$ cat src/rtl/cache_mem_arbiter.sv
// rtl/cache_mem_arbiter.sv - round-robin arbiter of icache/dcache misses onto one memory bridge port
module cache_mem_arbiter #(
    parameter int ADDR_W  = 64,
    parameter int DATA_W  = 64,
    parameter int TIMEOUT = 255
) (
    input  logic              clk,
    input  logic              rst,
    input  logic              i_read_ena,
    input  logic [ADDR_W-1:0] i_addr,
    output logic              i_read_valid,
    output logic [DATA_W-1:0] i_read_data,
    input  logic              d_req,
    input  logic              d_we,
    input  logic [ADDR_W-1:0] d_addr,
    input  logic [DATA_W-1:0] d_wdata,
    output logic              d_done,
    output logic [DATA_W-1:0] d_read_data,
    output logic              mem_req,
    output logic              mem_we,
    output logic [ADDR_W-1:0] mem_addr,
    output logic [DATA_W-1:0] mem_wdata,
    input  logic              mem_done,
    input  logic [DATA_W-1:0] mem_rdata,
    output logic              bus_err
);

    typedef enum logic [1:0] {IDLE, GNT_I, GNT_D, RELEASE} state_t;

    // Compared against the count including the current cycle, so 9 bits avoid wrap at 255
    localparam logic [8:0] TIMEOUT_L = 9'(TIMEOUT);

    state_t              state_q, state_d;
    logic                last_d_q, last_d_d;
    logic [7:0]          cnt_q, cnt_d;
    logic                mem_req_q, mem_req_d;
    logic                mem_we_q, mem_we_d;
    logic [ADDR_W-1:0]   mem_addr_q, mem_addr_d;
    logic [DATA_W-1:0]   mem_wdata_q, mem_wdata_d;
    logic                bus_err_q, bus_err_d;
    logic                in_gnt, timeout_hit, finish, pick_d;

    // Completion pulses pass mem_rdata straight through; a timeout completes with zero data
    always_comb begin
        in_gnt       = (state_q == GNT_I) || (state_q == GNT_D);
        timeout_hit  = in_gnt && !mem_done && (({1'b0, cnt_q} + 9'd1) == TIMEOUT_L);
        finish       = in_gnt && (mem_done || timeout_hit);
        i_read_valid = finish && (state_q == GNT_I);
        d_done       = finish && (state_q == GNT_D);
        i_read_data  = ((state_q == GNT_I) && mem_done) ? mem_rdata : '0;
        d_read_data  = ((state_q == GNT_D) && mem_done) ? mem_rdata : '0;
    end

    assign mem_req   = mem_req_q;
    assign mem_we    = mem_we_q;
    assign mem_addr  = mem_addr_q;
    assign mem_wdata = mem_wdata_q;
    assign bus_err   = bus_err_q;

    // Next-state: grant in IDLE (tie goes opposite last grant), finish on done or timeout
    always_comb begin
        state_d     = state_q;
        last_d_d    = last_d_q;
        cnt_d       = cnt_q;
        mem_req_d   = mem_req_q;
        mem_we_d    = mem_we_q;
        mem_addr_d  = mem_addr_q;
        mem_wdata_d = mem_wdata_q;
        bus_err_d   = bus_err_q;
        pick_d      = d_req && (!i_read_ena || !last_d_q);
        case (state_q)
            IDLE: begin
                if (i_read_ena || d_req) begin
                    state_d     = pick_d ? GNT_D : GNT_I;
                    last_d_d    = pick_d;
                    cnt_d       = '0;
                    mem_req_d   = 1'b1;
                    mem_we_d    = pick_d && d_we;
                    mem_addr_d  = pick_d ? d_addr : i_addr;
                    mem_wdata_d = pick_d ? d_wdata : '0;
                end
            end
            GNT_I, GNT_D: begin
                if (finish) begin
                    state_d   = RELEASE;
                    mem_req_d = 1'b0;
                    mem_we_d  = 1'b0;
                    if (timeout_hit) begin
                        bus_err_d = 1'b1;
                    end
                end else if (cnt_q != 8'hFF) begin
                    cnt_d = cnt_q + 8'd1;
                end
            end
            RELEASE: state_d = IDLE;
            default: state_d = IDLE;
        endcase
    end

    // State and registered bridge-side outputs; reset drops everything immediately
    always_ff @(posedge clk or posedge rst) begin
        if (rst) begin
            state_q     <= IDLE;
            last_d_q    <= 1'b0;
            cnt_q       <= '0;
            mem_req_q   <= 1'b0;
            mem_we_q    <= 1'b0;
            mem_addr_q  <= '0;
            mem_wdata_q <= '0;
            bus_err_q   <= 1'b0;
        end else begin
            state_q     <= state_d;
            last_d_q    <= last_d_d;
            cnt_q       <= cnt_d;
            mem_req_q   <= mem_req_d;
            mem_we_q    <= mem_we_d;
            mem_addr_q  <= mem_addr_d;
            mem_wdata_q <= mem_wdata_d;
            bus_err_q   <= bus_err_d;
        end
    end

endmodule

$ cat config.mk
export PLATFORM = sky130hd
export DESIGN_NAME = cache_mem_arbiter
export DESIGN_NICKNAME = d
export VERILOG_FILES = /design/src/rtl/cache_mem_arbiter.sv
export SDC_FILE = /design/constraint.sdc
export NUM_CORES = 1
export LEC_CHECK = 0
export BUFFER_PORTS_ARGS = -buffer_cell sky130_fd_sc_hd__buf_2
export CAP_MARGIN = 20
export CORE_AREA = 2 2 204 206
export CTS_BUF_LIST = sky130_fd_sc_hd__clkbuf_2
export DETAILED_ROUTE_END_ITERATION = 10
export DIE_AREA = 0 0 206 208
export PLACE_DENSITY = 0.38
export SYNTH_ARGS = -nofsm -noshare
export SYNTH_HDL_FRONTEND = slang
export SYNTH_SLANG_ARGS = --single-unit
$ cat constraint.sdc
create_clock -name clk -period 5.5 [get_ports clk]
set_input_delay 0.55 -clock clk [delete_from_list [all_inputs] [get_ports clk]]
set_output_delay 0.55 -clock clk [all_outputs]
set_load 0.005 [all_outputs]
==> impl_metrics.toml, run 1 <==
[sta]
max_slew.worst_pin.slew_ns = 1.10
hold_violations = 0
rsz0062_at_grt = "no"
setup_violations = 0
max_freq_mhz = 291
tns_ns = 0
slew-limit-headroom_pct = 26.8
slew_viol_final = 0
timing.final.crit_share_pct = 62.5
finalCriticalPeriod_ns = 3.44
fin_skew_ns = 0.0305

[hold_path]
hp-start = "d_addr[52]"
min_path_type = "in -> reg"

[worst_setup_path]
cpMostUsedCell = "nand2_1"
crit_chain = "inv_1 > ha_1 > nand2_1 > nor4b_4 > nand2_1 > nand2_1 > and3_1 > buf_2"
path_delay_family = "simple AND/OR/NAND/NOR gates"
cp_slowest_cell = "ha_1"
crit_fanout = 16
startpoint = "state_q[0]$_DFFE_PP0P_"
timing.critical_path.buf_inv = 2
arrival_ns = 2.89
endpoint_kind = "output pin"
r2r_start = "last_d_q$_DFFE_PP0P_"
path_class = "reg -> out"
critPathRequiredTime_ns = 4.95
slowest_delay_ns = 0.61
cp-start-kind = "flip-flop"

[pwr]
ir_drop_v = 0.000185
powerDensity_nw_per_um2 = 358
p_leak_nw = 6.87

[synthesis]
yosys.area_share.xor_xnor_pct = 0.251
syn_avg_cell_area_um2 = 10.2
synth_fa_ha_area_share_pct = 0.898
syn-cell-area_um2 = 6970
synth_edf_count = 0
synth-seq-area-share_pct = 51.0
yosys.area_share.simple_pct = 18.2
synthArstFlopShare_pct = 100
synth_fp_nets = 947
synth_flop_cell = "dfrtp_1"
synthMuxAreaShare_pct = 9.36
synth-seq-cells = 142
synth_cells = 680
synth_top_family_by_area = "simple AND/OR/NAND/NOR gates"
synth_compound_area_share_pct = 15.6
yosys_warnings = 0
synth_cell_type_count = 41

[routing]
wl_per_cell_um = 16.1
firstDrtPassIters = 4
detailedRoute.firstIterationViolations = 362
dr_total_vias = 7789
drc_errors = 0
viasPerCell = 4.11
wl_mm = 30.5
postRouteAntennaNets = 0

[cts]
path_clk_slew_ns = 0.17
cts_tree = "built"
cts_buffers = 17
h-tree-depth = 4
clock_latency_ns = 0.76
clockBufferDepth = 2
cts_root_buf = "clkbuf_2"
clock-sinks = 142

[global_route]
antenna_found_initial = 11
top_usage_layer = "met2"
grt_use_total_pct = 13.9
grt_pass1_vias = 7844
met2_usage_pct = 26.7
grt_start_max_net_pins = 134
grt_pass1_wl_mm = 44.9
gr-usage-met1_pct = 13.9
grt_overflow = 0
grt_use_met3_pct = 3.31

[final_layout]
final_cell_mix = "buf_2, dlygate4sd3_1, dfrtp_1, and3_1, nand2_1"
stdcell_area_um2 = 12100
syn2layout_area_growth_pct = 73.4
final_core_util_pct = 29.8
drive_gt1_share_pct = 41.4
final_common_cell = "buf_2"
fin_nets = 1617

[place]
post_dp_cell_area_um2 = 10000
hpwl_mm = 22.4
place.gp.congestion = 0.802
portBuffers = 522

[floorplanning]
fp.dieH_um = 208
ios = 523
coreArea_um2 = 40600
fp.dieW_um = 206
rows = 74
dieArea_um2 = 42800
start_util_pct = 17.2

[job]
maxCapViolations = 0

[status]
status = "finished, final reports clean"
-- registers in the layout, summed over array words and instances (netlist names) --
register	flops
mem_addr	64
mem_wdata	64
cnt_q	8
state_q	2
bus_err	1
last_d_q	1
mem_req	1
mem_we	1
-- final timing paths --
path	to	slack (ns)	cells after the start
worst min-delay path	mem_addr[52]$_DFFE_PP0P_	0.15	3
min in group asynchronous	mem_addr[58]$_DFFE_PP0P_	0.42	3
worst max register to register	mem_addr[49]$_DFFE_PP0P_	2.84	5
max in group asynchronous	mem_wdata[14]$_DFFE_PP0P_	3.71	4
worst min register to register	mem_addr[2]$_DFFE_PP0P_	0.50	2
worst max-delay path	d_done	2.06	8
-- stage by stage --
step           worst slack [ns]  hold WS, ns  instances  power, mW
2_1_floorplan              1.14        0.452        680       2.77
3_3_place_gp               2.90        0.452       1673       3.77
3_5_place_dp               2.85        0.462       1673       3.75
4_1_cts                    1.87      0.00257       1891       4.41
5_1_grt                    1.67      0.00244       1895       4.72
6_report                   2.06        0.145       1897       4.32
-- logic make-up (layout without fill, tap and decap cells) --
logic type,count (synthesis),in the layout
flops,142,142
fa+ha+maj,5,5
xor+xnor,2,2
other cells,0,6
compound gates,158,158
simple gates,233,233
buf+inv,75,754
mux,65,65
-- worst min-delay path, cell delays in order --
cell and delay, ns:
buf_2 0.08, mux2i_1 0.07, o21ai_0 0.15
-- area by class of cell --
class	instances	area [µm²]
fillers	4293	28500
clock inverters	6	23.8
multi-input cells	463	3120
repair buffers	718	4560
inverters	8	35.0
clock buffers	22	110
well taps	532	666
diodes	6	15.0
flip-flops and latches	142	3550
-- metal layers --
metal | vias up | share of wire (%)
met2 | 332 | 55
met4 | 0 | 2.6
met5 | - | 0
met3 | 45 | 6.7
li1 | 3795 | -
met1 | 3617 | 36
-- cell usage after synthesis (2+ instances only) --
| cell type | number | share of area (%) |
|---|---|---|
| and3_1 | 130 | 12 |
| xnor2_1 | 2 | 0.25 |
| a22o_1 | 65 | 8.2 |
| inv_1 | 8 | 0.43 |
| o21ai_1 | 6 | 0.43 |
| clkbuf_1 | 43 | 2.3 |
| a21oi_1 | 5 | 0.36 |
| nand2_1 | 78 | 4.2 |
| nand4b_1 | 2 | 0.25 |
| and2_1 | 3 | 0.27 |
| mux2i_1 | 64 | 9.2 |
| ha_1 | 5 | 0.90 |
| nand3_1 | 6 | 0.43 |
| buf_4 | 7 | 0.75 |
| buf_1 | 5 | 0.27 |
| buf_2 | 12 | 0.86 |
| dfrtp_1 | 142 | 51 |
| o21ai_0 | 68 | 4.9 |
| nor2_1 | 6 | 0.32 |
| o211ai_1 | 2 | 0.22 |
-- where the power goes --
group	leakage [nW]	internal [mW]	total, mW	switching, mW
Sequential	1.81	1.46	1.69	0.231
Clock	0.103	0.109	0.481	0.372
Combinational	4.95	1.02	2.15	1.13
Total	6.87	2.59	4.32	1.73
-- repair_timing --
action                                  4_1_cts  5_1_grt
resized for setup                             0        0
hold buffers                                190        0
hold endpoints to repair                    204        0
setup buffers                                 0        0
endpoints found under the setup margin        0        0
No activity file was read; power rests on OpenSTA's default activity.
==> run 2, diff against run 1 <==
- CORE_AREA: 2 2 204 206 -> 2 2 202 204
- DIE_AREA: 0 0 206 208 -> 0 0 204 206
- PLACE_DENSITY: 0.38 -> 0.4
- clock period: 5.5 -> 3 ns (I/O delays scaled with it)
==> run 2 against run 1 <==
  * Sequential share of layout area shrank 1.1 points
  * Non-clock buffer count grew 23
  * Cell area grew 3.7%
  * Die area down 1.9%
  * Clock power grew to 3.0 times the previous value
  * Critical path depth decreased by 3
  * Combinational power up 90%
  * Setup slack worse by 2.0 ns
  * Cell count rose by 1.3%
  * Global-route usage down 0.35 points
  * Power is 99% higher
  * Largest power group unchanged
==> impl_metrics.toml, run 2 (same netlist as run 1, synthesis figures left out) <==
[status]
status = "finished, final reports clean"

[floorplanning]
rows = 74
ios = 523
start_util_pct = 17.3
fp.dieH_um = 206
dieArea_um2 = 42000
coreArea_um2 = 40200
fp.dieW_um = 204

[place]
place_ws_ns = 0.855
place.gp.congestion = 0.746
post_dp_cell_area_um2 = 10200
dpl.cell_count = 1683
hpwl_mm = 21.7
portBuffers = 522

[routing]
firstDrtPassIters = 4
viasPerCell = 4.11
dr_total_vias = 7896
postRouteAntennaNets = 0
drc_errors = 0
detailedRoute.firstIterationViolations = 434
wl_per_cell_um = 15.5
wl_mm = 29.9

[final_layout]
fin_nets = 1640
drive_gt1_share_pct = 42.3
syn2layout_area_growth_pct = 79.9
final_common_cell = "buf_2"
final_cell_mix = "buf_2, dlygate4sd3_1, dfrtp_1, and3_1, nand2_1"
fin_cells = 1921
final_core_util_pct = 31.2
stdcell_area_um2 = 12500

[global_route]
grt_pass1_vias = 7673
grt_start_max_net_pins = 124
grt_overflow = 0
antenna_found_initial = 5
grt_pass1_wl_mm = 43.4
grt_use_total_pct = 13.5

[worst_setup_path]
arrival_ns = 2.64
cp_slowest_cell = "ha_2"
critPathRequiredTime_ns = 2.70
path_delay_family = "adder cells"
crit_fanout = 50
endpoint_kind = "output pin"
timing.critical_path.buf_inv = 3
path_class = "reg -> out"
crit_chain = "inv_1 > ha_2 > buf_4 > and3_1 > buf_2"
cp-start-kind = "flip-flop"
slowest_delay_ns = 0.70

[sta]
finalCriticalPeriod_ns = 2.94
fin_skew_ns = 0.0336
tns_ns = 0
slew_viol_final = 0
hold_violations = 0
timing.final.crit_share_pct = 97.9
max_slew.worst_pin.slew_ns = 0.912
layout_setup_ws_ns = 0.0631
rsz0062_at_grt = "yes"
max_freq_mhz = 340
setup_violations = 0
whs_ns = 0.199
slew-limit-headroom_pct = 39.2

[cts]
cts_tree = "built"
clockBufferDepth = 2
clock-sinks = 142
h-tree-depth = 4
cts_buffers = 17
path_clk_slew_ns = 0.21
cts_root_buf = "clkbuf_2"
clock_latency_ns = 0.80

[hold_path]
min_path_type = "in -> reg"

[pwr]
p_total_mw = 8.60
seqPwrFrac_pct = 36.1
swShare_pct = 38.2
powerDensity_nw_per_um2 = 686
ir_drop_v = 0.000355
p_switching_mw = 3.29
pwr-share-clk_pct = 16.5
p_int_mw = 5.31
p_comb_share_pct = 47.4
p_leak_nw = 7.07

[job]
maxCapViolations = 0
==> run 2: cell types whose count changed in the layout (fill, tap and decap cells not counted), moves of 2 or more <==
cell | before | now
clkinv_2 | 1 | 3
buf_12 | 0 | 7
bufinv_16 | 0 | 5
dlygate4sd3_1 | 190 | 200
clkinv_4 | 0 | 3
buf_4 | 6 | 12
diode_2 | 6 | 3
clkinv_1 | 5 | 1
clkbuf_2 | 22 | 17
clkinvlp_4 | 0 | 3
==> run 2: path summary, 6_finish.rpt <==
kind	startpoint	endpoint	slack, ns	cells past startpoint
max	state_q[1]$_DFFE_PP0P_	i_read_data[14]	0.06	5
min	mem_done	cnt_q[3]$_DFFE_PP0P_	0.20	3
max reg2reg	last_d_q$_DFFE_PP0P_	mem_addr[50]$_DFFE_PP0P_	0.60	6
min reg2reg	mem_addr[0]$_DFFE_PP0P_	mem_addr[0]$_DFFE_PP0P_	0.50	2
max in group asynchronous	rst	mem_addr[20]$_DFFE_PP0P_	1.55	5
min in group asynchronous	rst	mem_wdata[3]$_DFFE_PP0P_	0.65	4
==> run 2: repair_timing <==
action,4_1_cts,5_1_grt
pin swaps,0,1
endpoints found under the setup margin,71,86
hold endpoints to repair,274,0
hold buffers,200,0
buffers inserted,1,2
gates resized for setup,1,1
==> run 2: power by group through the flow <==
stage / Clock, mW / Sequential [mW] / Combinational [mW]
after detailed placement: 0 / 3.13 / 3.83
after global routing: 1.59 / 3.21 / 4.53
after floorplan: 0 / 3.18 / 1.91
final: 1.42 / 3.10 / 4.08
after global placement: 0 / 3.13 / 3.82
after CTS: 1.51 / 3.11 / 4.15
==> run 2: tightest hold or removal path, cell delays in order <==
cell and delay, ns:
buf_2 0.32, nor2_1 0.26, o21ai_1 0.09
==> run 2: per-layer routing <==
metal / up-vias / GRT usage, % / share of wire, %
li1: 3848 / - / -
met1: 3717 / 14.4 / 38
met2: 296 / 25.4 / 53
met3: 35 / 3.55 / 6.5
met4: 0 / 5.02 / 2.4
met5: - / 0 / 0
==> run 2: cell type report <==
| cell class | count | area [µm²] |
|---|---|---|
| sequential | 142 | 3550 |
| multi-input combinational | 463 | 3120 |
| timing repair buffer | 741 | 4840 |
| inverter | 8 | 33.8 |
| clock buffer | 17 | 85.1 |
| fill | 4229 | 27700 |
| clock inverter | 15 | 219 |
| tap | 532 | 666 |
| antenna | 3 | 7.51 |
==> run 3, diff against run 2 <==
- CORE_AREA: 2 2 202 204 -> 2 2 205 207
- CTS_BUF_LIST: sky130_fd_sc_hd__clkbuf_2 -> unset
- DIE_AREA: 0 0 204 206 -> 0 0 207 209
- PLACE_DENSITY: 0.4 -> 0.39
==> run 3 against run 2 <==
  * Die area grew 2.9%
  * Routed wire length fell by 3.9%
  * Global-route usage decreased by 0.57 points
  * Power rose by 2.9%
  * Fmax grew 15%
  * Flip-flop and latch count is the same
  * First-iteration DRC count decreased by 24%
  * Critical path type unchanged
==> impl_metrics.toml, run 3 (same netlist as run 1, synthesis figures left out) <==
[global_route]
grt_start_max_net_pins = 143
grt_pass1_vias = 6910
grt_pass1_wl_mm = 42.7
grt_use_total_pct = 12.9
grt_overflow = 0
antenna_found_initial = 11

[final_layout]
final_common_cell = "buf_2"
final_cell_mix = "buf_2, dfrtp_1, and3_1, nand2_1, o21ai_0"
final_core_util_pct = 25.9
num-fill-cells = 4521
diodes = 0
drive_gt1_share_pct = 48.8
fin_nets = 1430
syn2layout_area_growth_pct = 53.4
stdcell_area_um2 = 10700

[floorplanning]
fp.dieH_um = 209
rows = 75
dieArea_um2 = 43300
ios = 523
start_util_pct = 16.9
coreArea_um2 = 41300
fp.dieW_um = 207

[place]
hpwl_mm = 22.3
post_dp_cell_area_um2 = 10100
portBuffers = 522
place.gp.congestion = 0.811

[worst_setup_path]
cpMostUsedCell = "nand2_1"
cp_slowest_cell = "ha_1"
crit_fanout = 8
critPathRequiredTime_ns = 2.70
crit_chain = "inv_1 > ha_1 > nand2_1 > nor4b_4 > nand2_1 > nand2_1 > and3_1 > buf_2"
path_delay_family = "simple AND/OR/NAND/NOR gates"
endpoint_kind = "output pin"
slowest_delay_ns = 0.42
timing.critical_path.buf_inv = 2
path_class = "reg -> out"
arrival_ns = 2.26
cp-start-kind = "flip-flop"

[routing]
firstDrtPassIters = 4
wl_mm = 28.7
drc_errors = 0
detailedRoute.firstIterationViolations = 329
postRouteAntennaNets = 0
dr_total_vias = 7054
viasPerCell = 4.12
wl_per_cell_um = 16.8

[status]
status = "finished, final reports clean"

[sta]
timing.final.crit_share_pct = 85.3
setup_violations = 0
slew-limit-headroom_pct = 34.1
fin_skew_ns = 0.00674
tns_ns = 0
max_slew.worst_pin.slew_ns = 0.985
finalCriticalPeriod_ns = 2.56
max_freq_mhz = 391
slew_viol_final = 0
rsz0062_at_grt = "no"
hold_violations = 0
whs_ns = 0.0559

[cts]
cts_root_buf = "clkbuf_16"
cts_resized = 0
cts_buffers = 17
cts_tree = "built"
postCtsSetupRepairBufs = 0
path_clk_slew_ns = 0.06
clock-sinks = 142
clockBufferDepth = 2
cts-hold-fix-buffers = 0
clock_latency_ns = 0.43
h-tree-depth = 4

[pwr]
p_leak_nw = 6.28
ir_drop_v = 0.000369
powerDensity_nw_per_um2 = 828

[job]
maxCapViolations = 0

[hold_path]
min_path_type = "in -> async"
[run 3: power by group]
part	internal, mW	leakage [nW]	switching [mW]
clock	1.20	0.279	0.858
sequential	2.70	1.81	0.415
combinational	1.67	4.19	2.00
total	5.57	6.28	3.27
[run 3: final cells by class]
type / count / area [µm²] / share of cell area, %
repair buffers: 531 / 2740 / 25.7
inverters: 8 / 33.8 / 0.316
flip-flops and latches: 142 / 3550 / 33.3
clock buffers: 21 / 470 / 4.40
multi-input cells: 463 / 3120 / 29.2
well taps: 539 / 674 / 6.31
clock inverters: 10 / 88.8 / 0.832
[run 3: worst min-delay path, delay by kind of cell]
family,cells,cell delay (ns)
buf+inv,3,0.70
[run 3: final timing paths]
| check | from | to | slack [ns] | depth (start not counted) |
|---|---|---|---|---|
| max in group asynchronous | rst | state_q[0]$_DFFE_PP0P_ | 2.26 | 3 |
| min in group clk | d_wdata[59] | mem_wdata[59]$_DFFE_PP0P_ | 0.08 | 2 |
| worst min-delay path | rst | mem_wdata[11]$_DFFE_PP0P_ | 0.06 | 3 |
| worst max register to register | state_q[0]$_DFFE_PP0P_ | cnt_q[0]$_DFFE_PP0P_ | 0.82 | 7 |
| worst max-delay path | state_q[0]$_DFFE_PP0P_ | i_read_valid | 0.44 | 8 |
| worst min register to register | bus_err$_DFFE_PP0P_ | bus_err$_DFFE_PP0P_ | 0.47 | 1 |
[run 3: per-layer routing]
metal | global-route usage [%] | share of wire (%) | routed length [µm] | vias up
met5 | 0 | 0.059 | 17 | -
met4 | 3.74 | 1.7 | 493 | 2
met3 | 3.29 | 5.8 | 1680 | 37
met2 | 24.1 | 53 | 15200 | 287
met1 | 14.4 | 39 | 11300 | 3319
li1 | - | - | - | 3409
[run 3: per-stage QoR]
step                power, mW  std cells  worst slack [ns]
finish                   8.85       1714             0.442
detailed placement       6.91       1683             0.858
CTS                      9.04       1714             0.404
floorplan                5.09        680             0.923
global route             9.56       1714             0.267
global placement         6.91       1683             0.877
